==> src/rtl/ddfs_env_adsr.sv <==
// ADSR envelope sequencer feeding the DDFS amplitude-modulation input.
// A 32-bit accumulator (0x8000_0000 = 1.0) is stepped on prescaled ticks; env is its Q2.14 view.
module ddfs_env_adsr #(
    parameter int TICK_DIV = 1
) (
    input  logic        clk,
    input  logic        reset,
    input  logic        note_on,
    input  logic        note_off,
    input  logic [31:0] attack_step,
    input  logic [31:0] decay_step,
    input  logic [31:0] sustain_level,
    input  logic [31:0] release_step,
    output logic [15:0] env,
    output logic [2:0]  state_o,
    output logic        busy,
    output logic        done
);

    localparam logic [2:0] IDLE    = 3'd0;
    localparam logic [2:0] ATTACK  = 3'd1;
    localparam logic [2:0] DECAY   = 3'd2;
    localparam logic [2:0] SUSTAIN = 3'd3;
    localparam logic [2:0] RELEASE = 3'd4;

    localparam logic [31:0] ACC_MAX = 32'h8000_0000;

    localparam int PW = (TICK_DIV > 1) ? $clog2(TICK_DIV) : 1;
    localparam logic [PW-1:0] PRESC_LAST = PW'(TICK_DIV - 1);

    logic [PW-1:0] presc_reg;
    logic [31:0]   acc_reg;
    logic [31:0]   acc_next;
    logic [2:0]    state_reg;
    logic [2:0]    state_next;
    logic [2:0]    tick_state;
    logic          busy_reg;
    logic          done_reg;
    logic          done_next;
    logic          tick;

    logic [31:0]   sustain_clamped;
    logic [32:0]   attack_sum;
    logic [32:0]   decay_diff;
    logic          attack_hit;
    logic          decay_hit;
    logic          release_hit;

    // Free-running time base, deliberately untouched by note events
    assign tick = (presc_reg == PRESC_LAST);

    always_ff @(posedge clk or posedge reset) begin
        if (reset) begin
            presc_reg <= '0;
        end else if (tick) begin
            presc_reg <= '0;
        end else begin
            presc_reg <= presc_reg + 1'b1;
        end
    end

    assign sustain_clamped = (sustain_level > ACC_MAX) ? ACC_MAX : sustain_level;
    assign attack_sum      = {1'b0, acc_reg} + {1'b0, attack_step};
    assign decay_diff      = {1'b0, acc_reg} - {1'b0, decay_step};

    assign attack_hit  = (attack_step == 32'd0) || (attack_sum >= {1'b0, ACC_MAX});
    // A borrow out of the subtraction means the decay overshot below zero, hence below SL
    assign decay_hit   = (decay_step == 32'd0) || decay_diff[32] ||
                         (decay_diff[31:0] <= sustain_clamped);
    assign release_hit = (release_step == 32'd0) || (acc_reg <= release_step);

    // Tick actions: the accumulator always follows the state held before the edge
    always_comb begin
        acc_next   = acc_reg;
        tick_state = state_reg;
        if (tick) begin
            case (state_reg)
                ATTACK: begin
                    if (attack_hit) begin
                        acc_next   = ACC_MAX;
                        tick_state = DECAY;
                    end else begin
                        acc_next = attack_sum[31:0];
                    end
                end
                DECAY: begin
                    if (decay_hit) begin
                        acc_next   = sustain_clamped;
                        tick_state = SUSTAIN;
                    end else begin
                        acc_next = decay_diff[31:0];
                    end
                end
                SUSTAIN: begin
                    acc_next = sustain_clamped;
                end
                RELEASE: begin
                    if (release_hit) begin
                        acc_next   = 32'd0;
                        tick_state = IDLE;
                    end else begin
                        acc_next = acc_reg - release_step;
                    end
                end
                default: begin
                    acc_next = 32'd0;
                end
            endcase
        end
    end

    // Note events override whatever the tick would have done to the state
    always_comb begin
        state_next = tick_state;
        if (note_on) begin
            state_next = ATTACK;
        end else if (note_off && (state_reg == ATTACK || state_reg == DECAY ||
                                  state_reg == SUSTAIN)) begin
            state_next = RELEASE;
        end
    end

    assign done_next = (state_reg == RELEASE) && (state_next == IDLE);

    always_ff @(posedge clk or posedge reset) begin
        if (reset) begin
            acc_reg   <= 32'd0;
            state_reg <= IDLE;
            busy_reg  <= 1'b0;
            done_reg  <= 1'b0;
        end else begin
            acc_reg   <= acc_next;
            state_reg <= state_next;
            busy_reg  <= (state_next != IDLE);
            done_reg  <= done_next;
        end
    end

    assign env     = {1'b0, acc_reg[31:17]};
    assign state_o = state_reg;
    assign busy    = busy_reg;
    assign done    = done_reg;

endmodule
==> config.mk <==
export PLATFORM = sky130hd
export DESIGN_NAME = ddfs_env_adsr
export DESIGN_NICKNAME = d
export VERILOG_FILES = /design/src/rtl/ddfs_env_adsr.sv
export SDC_FILE = /design/constraint.sdc
export NUM_CORES = 1
export LEC_CHECK = 0
export ABC_AREA = 1
export CORE_MARGIN = 2
export CORE_UTILIZATION = 60
export CTS_BUF_LIST = sky130_fd_sc_hd__clkbuf_4 sky130_fd_sc_hd__clkbuf_8 sky130_fd_sc_hd__clkbuf_16
export DETAILED_ROUTE_END_ITERATION = 10
export GPL_TIMING_DRIVEN = 1
export PLACE_DENSITY = 0.93
export SYNTH_ARGS = -nofsm -noshare
export SYNTH_HDL_FRONTEND = slang
export SYNTH_SLANG_ARGS = --single-unit
==> constraint.sdc <==
create_clock -name clk -period 7.4 [get_ports clk]
set_input_delay 1.11 -clock clk [delete_from_list [all_inputs] [get_ports clk]]
set_output_delay 1.11 -clock clk [all_outputs]
set_load 0.01 [all_outputs]
==> flow_metrics.env, run 1 <==
export IMPL_status="finished, final reports clean"
export IMPL_instances_no_fill=1956
export IMPL_path_cells="clkdlybuf4s50_1 -> nand2_1 -> nor4_1 -> nand2_1 -> o21ai_2 -> buf_4 -> nand2_1 -> ha_1 -> nand2_1 -> nor4_1 -> nand2_1 -> nand2_1 -> nand2_1 -> nand2_1 -> nand3_4 -> inv_1 -> nand2_1 -> o211ai_1 -> nand3b_1"
export IMPL_setup_tns_ns=0
export IMPL_wire_per_inst_um=18.7
export IMPL_timing_fmax_mhz=173
export IMPL_cp_common_cell="nand2_1"
export IMPL_ir_worst_vdd_v=0.000166
export IMPL_rsz0062_at_grt="false"
export IMPL_cts_path_max_buffers=2
export IMPL_synth_cell_type_count=46
export IMPL_portBuffers=151
export IMPL_clock_sinks=37
export IMPL_period_needed_ns=5.77
export IMPL_min_path_type="reg -> reg"
export IMPL_die_x_um=130
export IMPL_path_delay_family="simple AND/OR/NAND/NOR gates"
export IMPL_period_share=0.780
export IMPL_drv_cap=0
export IMPL_top_layer="met4"
export IMPL_antenna_found_initial=0
export IMPL_critPathMaxStageDelay_ns=0.61
export IMPL_p_total_mw=2.75
export IMPL_wl_met2_um=15900
export IMPL_grt_max_degree=51
export IMPL_synth_nets=1877
export IMPL_wl_um=36500
export IMPL_slowest_stage="o21ai_2"
export IMPL_synth_area_top_cells="nand2_1 17%, ha_1 17%, dfrtp_1 9.7%"
export IMPL_synth_top_area_share=0.171
export IMPL_synth_edf_count=0
export IMPL_numCtsBuffers=5
export IMPL_htree_levels=2
export IMPL_grt_pass1_wl_um=54700
export IMPL_synth_async_reset_ratio=1.00
export IMPL_cts_root_buf="clkbuf_16"
export IMPL_clk_latency_ns=0.29
export IMPL_finalSetupViolCount=0
export IMPL_required_ns=7.57
export IMPL_ys_flop_type="dfrtp_1"
export IMPL_synth_area_leader_cell="nand2_1"
export IMPL_yosysMostFrequentCell="nand2_1"
export IMPL_dieArea_um2=16900
export IMPL_num_fill_cells=1444
export IMPL_antenna_cells=0
export IMPL_antenna_left=0
export IMPL_worstSetupStartpoint="sustain_level[31]"
export IMPL_grt_pass1_vias=10800
export IMPL_final_setup_skew_ns=0.00602
export IMPL_netlist_area_um2=9510
export IMPL_syn_to_final_growth_pct=17.9
export IMPL_via_per_inst=5.95
export IMPL_post_cts_buffers=0
export IMPL_start_util=0.606
export IMPL_drt_met1_wl_um=14500
export IMPL_cts_tree="yes"
export IMPL_post_dp_hpwl_um=30700
export IMPL_cp_max_fo=50
export IMPL_boundaryPins=153
export IMPL_hold_viol=0
export IMPL_synthTopCellsByCount="433 x nand2_1, 233 x inv_1, 196 x nor2_1"
export IMPL_worst_path_buf_inv=3
export IMPL_power_density_nw_per_um2=245
export IMPL_dp_cells=1949
export IMPL_p_leak_nw=5.94
export IMPL_met3_length_um=4210
export IMPL_first_pass_iters=8
export IMPL_floorplan_core_area_um2=15700
export IMPL_ys_ff_latch=37
export IMPL_drive_gt1_frac=0.0305
export IMPL_path_class="in -> reg"
export IMPL_grt_overflow_total=0
export IMPL_synth_warning_count=0
export IMPL_cts_hold_buf=0
export IMPL_largest_register_ffs=32
export IMPL_r2r_start="acc_reg[0]"
export IMPL_rows=46
export IMPL_hold_start="state_o[0]"
export IMPL_routabilityCongestion=1.06
export IMPL_relSlewSlack=0.459
export IMPL_utilization=0.714
export IMPL_die_h_um=130
export IMPL_seq_area_um2=926
export IMPL_clk_pin_slew_worst_paths_ns=0.06
export IMPL_cp_start_kind="input port"
export IMPL_fin_nets=2003
export IMPL_slew_viol_final=0
export IMPL_drt_iter0_markers=1154
export IMPL_crit_arrival_ns=5.93
export IMPL_syn_instance_count=1614
export IMPL_tightestPinTransition_ns=0.805
export IMPL_drcViolationCount=0
export IMPL_routed_via_count=11600
export IMPL_ys_seq_area_frac=0.0973
export IMPL_multi_input_area_um2=7450
export IMPL_hold_slack_ns=0.797
export IMPL_synth_avg_cell_area_um2=5.89
export IMPL_track_usage=0.424
export IMPL_crit_path_end_kind="flop"
export IMPL_cts_resized=0
==> final timing paths <==
| kind | slack [ns] | end | cells after the start |
|---|---|---|---|
| worst max register to register | 2.55 | acc_reg[0] | 24 |
| worst min-delay path | 0.80 | busy | 4 |
| worst min register to register | 0.80 | busy | 4 |
| max in group asynchronous | 5.75 | acc_reg[31] | 3 |
| min in group asynchronous | 1.27 | acc_reg[6] | 3 |
| worst max-delay path | 1.63 | acc_reg[0] | 19 |
==> cells in the final DEF (no fill, tap or decap), types with 10 or more instances in the layout <==
master and count:
ha_1 128, xnor2_1 23, nor4_1 10, dfrtp_1 37, clkdlybuf4s50_1 151, nand2_1 433
o2111ai_1 12, inv_1 233, nand3_1 80, nor2_1 196, nor3_1 26, o21bai_1 12
a21oi_1 142, xor2_1 51, nand2_2 12, o21ai_0 59, a21o_1 16, nand4_1 23
a31oi_1 14
==> worst min-delay path: cells and delay by family, from the launching register on <==
family | cells | cell delay [ns]
compound gates | 1 | 0.12
buf+inv | 1 | 0.05
simple gates | 2 | 0.16
flops | 1 | 0.44
==> where the power goes <==
group          switching [mW]  leakage, nW  internal (mW)  total, mW
Combinational            1.38         5.37          0.763       2.14
Clock                  0.0904       0.0734          0.136      0.227
Sequential              0.118        0.492          0.258      0.376
Total                    1.59         5.94           1.16       2.75
==> layout make-up <==
cell class              count  area share
inverters                 235      0.0789
flip-flops and latches     37      0.0826
clock buffers               7      0.0131
multi-input cells        1306       0.664
well taps                 216      0.0241
repair buffers            155       0.137
==> through the flow <==
stage,setup WS [ns],cell area [µm²]
global placement,1.63,11100
global route,1.31,11200
floorplan,3.23,9510
finish,1.63,11200
detailed placement,1.53,11100
CTS,1.81,11200
==> per-layer routing <==
layer  vias to the layer above  track usage
met2                       703        0.682
met3                       127       0.0759
met5                         -            0
met1                      5246        0.548
met4                         0        0.207
li1                       5557            -
==> kinds of logic after synthesis <==
logic type,synth area share
and+or+nand+nor,0.356
xor gates and xnor gates,0.0681
adders and majority gates,0.175
AOI/OAI and AO/OA,0.183
buffers and inverters,0.121
DFF,0.0973
other,0.000394
(Power assumes the default switching activity.)
==> run 2: changes to the inputs <==
--- a/config.mk
+++ b/config.mk
@@ -7,11 +7,11 @@
 export LEC_CHECK = 0
 export ABC_AREA = 1
 export CORE_MARGIN = 2
-export CORE_UTILIZATION = 60
+export CORE_UTILIZATION = 57
 export CTS_BUF_LIST = sky130_fd_sc_hd__clkbuf_4 sky130_fd_sc_hd__clkbuf_8 sky130_fd_sc_hd__clkbuf_16
 export DETAILED_ROUTE_END_ITERATION = 10
 export GPL_TIMING_DRIVEN = 1
-export PLACE_DENSITY = 0.93
+export PLACE_DENSITY = 0.89
 export SYNTH_ARGS = -nofsm -noshare
 export SYNTH_HDL_FRONTEND = slang
 export SYNTH_SLANG_ARGS = --single-unit
==> constraint.sdc (replaced) <==
create_clock -name clk -period 5.9 [get_ports clk]
set_input_delay 0.885 -clock clk [delete_from_list [all_inputs] [get_ports clk]]
set_output_delay 0.885 -clock clk [all_outputs]
set_load 0.01 [all_outputs]
==> run 2 against run 1 <==
Combinational power rose by 25%. Final cell count rose by 0.26%. Total power increased by 25%. Critical path depth up 4. Global-route usage is 2.3 points lower. Utilization shrank 3.2 points. Register-to-register slack lost 1.3 ns. Sequential power up 25%. Sequential cell count is the same. Via count down 1.7%. Clock skew is 0.0022 ns lower. Critical endpoint is now acc_reg[8]. Highest routed layer unchanged.
==> flow_metrics.env, run 2 (synthesis gave the netlist of run 1 again) <==
export IMPL_drt_iter0_markers=1116
export IMPL_post_dp_hpwl_um=30900
export IMPL_ir_worst_vdd_v=0.000303
export IMPL_cts_tree="yes"
export IMPL_hold_slack_ns=0.769
export IMPL_grt_overflow_total=0
export IMPL_fin_nets=2003
export IMPL_slowest_stage="clkdlybuf4s50_1"
export IMPL_clk_latency_ns=0.29
export IMPL_layout_commonest_cell="nand2_1"
export IMPL_start_util=0.578
export IMPL_timing_rr_end="acc_reg[8]"
export IMPL_cp_max_fo=38
export IMPL_required_ns=6.03
export IMPL_largest_register_ffs=32
export IMPL_cts_resized=0
export IMPL_first_pass_iters=6
export IMPL_die_x_um=133
export IMPL_routed_via_count=11400
export IMPL_min_path_cells=4
export IMPL_floorplan_core_area_um2=16500
export IMPL_dieArea_um2=17700
export IMPL_rows=47
export IMPL_holdPathEnd="state_o[2]"
export IMPL_min_path_type="reg -> reg"
export IMPL_via_per_inst=5.83
export IMPL_syn_to_final_growth_pct=18.0
export IMPL_clock_sinks=37
export IMPL_cp_start_kind="input port"
export IMPL_critPathMaxStageDelay_ns=0.51
export IMPL_grt_max_degree=39
export IMPL_place_ws_ns=0.544
export IMPL_period_needed_ns=5.23
export IMPL_clk_pin_slew_worst_paths_ns=0.06
export IMPL_final_setup_skew_ns=0.00382
export IMPL_crit_arrival_ns=5.35
export IMPL_finalSetupViolCount=0
export IMPL_grt_pass1_wl_um=55500
export IMPL_period_share=0.886
export IMPL_hold_start="state_o[2]"
export IMPL_status="finished, final reports clean"
export IMPL_antenna_left=0
export IMPL_drcViolationCount=0
export IMPL_numCtsBuffers=5
export IMPL_cts_path_max_buffers=2
export IMPL_drv_cap=0
export IMPL_antenna_found_initial=1
export IMPL_utilization=0.682
export IMPL_layout_common_cells="433 x nand2_1, 233 x inv_1, 196 x nor2_1, 151 x clkdlybuf4s50_1, 142 x a21oi_1"
export IMPL_portBuffers=151
export IMPL_slew_viol_final=0
export IMPL_routabilityCongestion=1.02
export IMPL_die_h_um=133
export IMPL_setup_slack_ns=0.672
export IMPL_rsz0062_at_grt="false"
export IMPL_p_leak_nw=5.94
export IMPL_drive_gt1_frac=0.0305
export IMPL_crit_path_end_kind="flop"
export IMPL_track_usage=0.401
export IMPL_tightestPinTransition_ns=1.05
export IMPL_hold_viol=0
export IMPL_boundaryPins=153
export IMPL_r2r_setup_slack_ns=1.26
export IMPL_power_density_nw_per_um2=306
export IMPL_timing_fmax_mhz=191
export IMPL_cp_common_cell="nand2_1"
export IMPL_cts_root_buf="clkbuf_16"
export IMPL_path_class="in -> reg"
export IMPL_r2r_start="acc_reg[0]"
export IMPL_r2r_cells=23
export IMPL_wire_per_inst_um=18.4
export IMPL_relSlewSlack=0.298
export IMPL_post_cts_buffers=0
export IMPL_htree_levels=2
export IMPL_setup_tns_ns=0
export IMPL_wl_um=36200
export IMPL_p_total_mw=3.44
export IMPL_path_cells="clkdlybuf4s50_1 -> ha_1 -> fa_1 -> inv_1 -> nand3_1 -> nand2_2 -> a21oi_1 -> o21ai_0 -> nand2_1 -> o211ai_1 -> xor2_1 -> inv_1 -> ha_1 -> nand2_1 -> nor3_1 -> nand2_1 -> nor2_1 -> nor2_1 -> nand3_4 -> buf_4 -> a21oi_1 -> o21ai_0 -> o2111ai_1"
export IMPL_grt_pass1_vias=10800
export IMPL_cts_hold_buf=0
==> run 2: cell types whose count changed in the layout (fill, tap and decap cells not counted), sizes merged <==
cell / change
diode: +1
==> run 2: per-stage QoR <==
stage	instance area, µm²	instances
4_1_cts	11200	1960
2_1_floorplan	9510	1614
5_1_grt	11200	1960
6_report	11200	1961
3_3_place_gp	11100	1953
3_5_place_dp	11100	1953
==> run 2: worst max-delay path by stage <==
| stage | from | endpoint | slack (ns) | cells past startpoint |
|---|---|---|---|---|
| 2_1_floorplan | decay_step[0] | acc_reg[1] | 1.96 | 23 |
| 4_1_cts | decay_step[0] | acc_reg[8] | 0.82 | 23 |
| 5_1_grt | decay_step[0] | acc_reg[8] | 0.42 | 23 |
| 3_5_place_dp | decay_step[0] | acc_reg[8] | 0.54 | 23 |
| 3_3_place_gp | decay_step[0] | acc_reg[5] | 0.74 | 23 |
| 6_report | decay_step[0] | acc_reg[8] | 0.67 | 23 |
==> run 2: worst max-delay path, delay by kind of cell <==
family | cells | cell delay, ns
AO/OA/AOI/OAI | 6 | 1.09
XOR/XNOR | 1 | 0.26
adder cells (fa/ha/maj) | 3 | 0.96
buffers and inverters | 4 | 1.06
AND/OR/NAND/NOR | 9 | 1.07
==> run 2: power by group <==
part	leakage (nW)	internal (mW)	total [mW]	switching [mW]
Clock	0.0734	0.171	0.282	0.111
Sequential	0.492	0.324	0.469	0.146
Combinational	5.37	0.956	2.68	1.73
Total	5.94	1.45	3.44	1.98
==> run 2: area by class of cell <==
type	instances	area (µm²)
clock buffers	7	146
fillers	1604	5240
multi-input cells	1306	7450
diodes	1	2.50
repair buffers	155	1540
well taps	220	275
inverters	235	885
flip-flops and latches	37	926
==> run 2: layer usage <==
| metal | wire length, µm | GRT usage | vias to the layer above |
|---|---|---|---|
| li1 | - | - | 5569 |
| met2 | 16000 | 0.658 | 619 |
| met4 | 1780 | 0.173 | 0 |
| met1 | 14500 | 0.519 | 5149 |
| met5 | 0 | 0 | - |
| met3 | 3870 | 0.0696 | 104 |
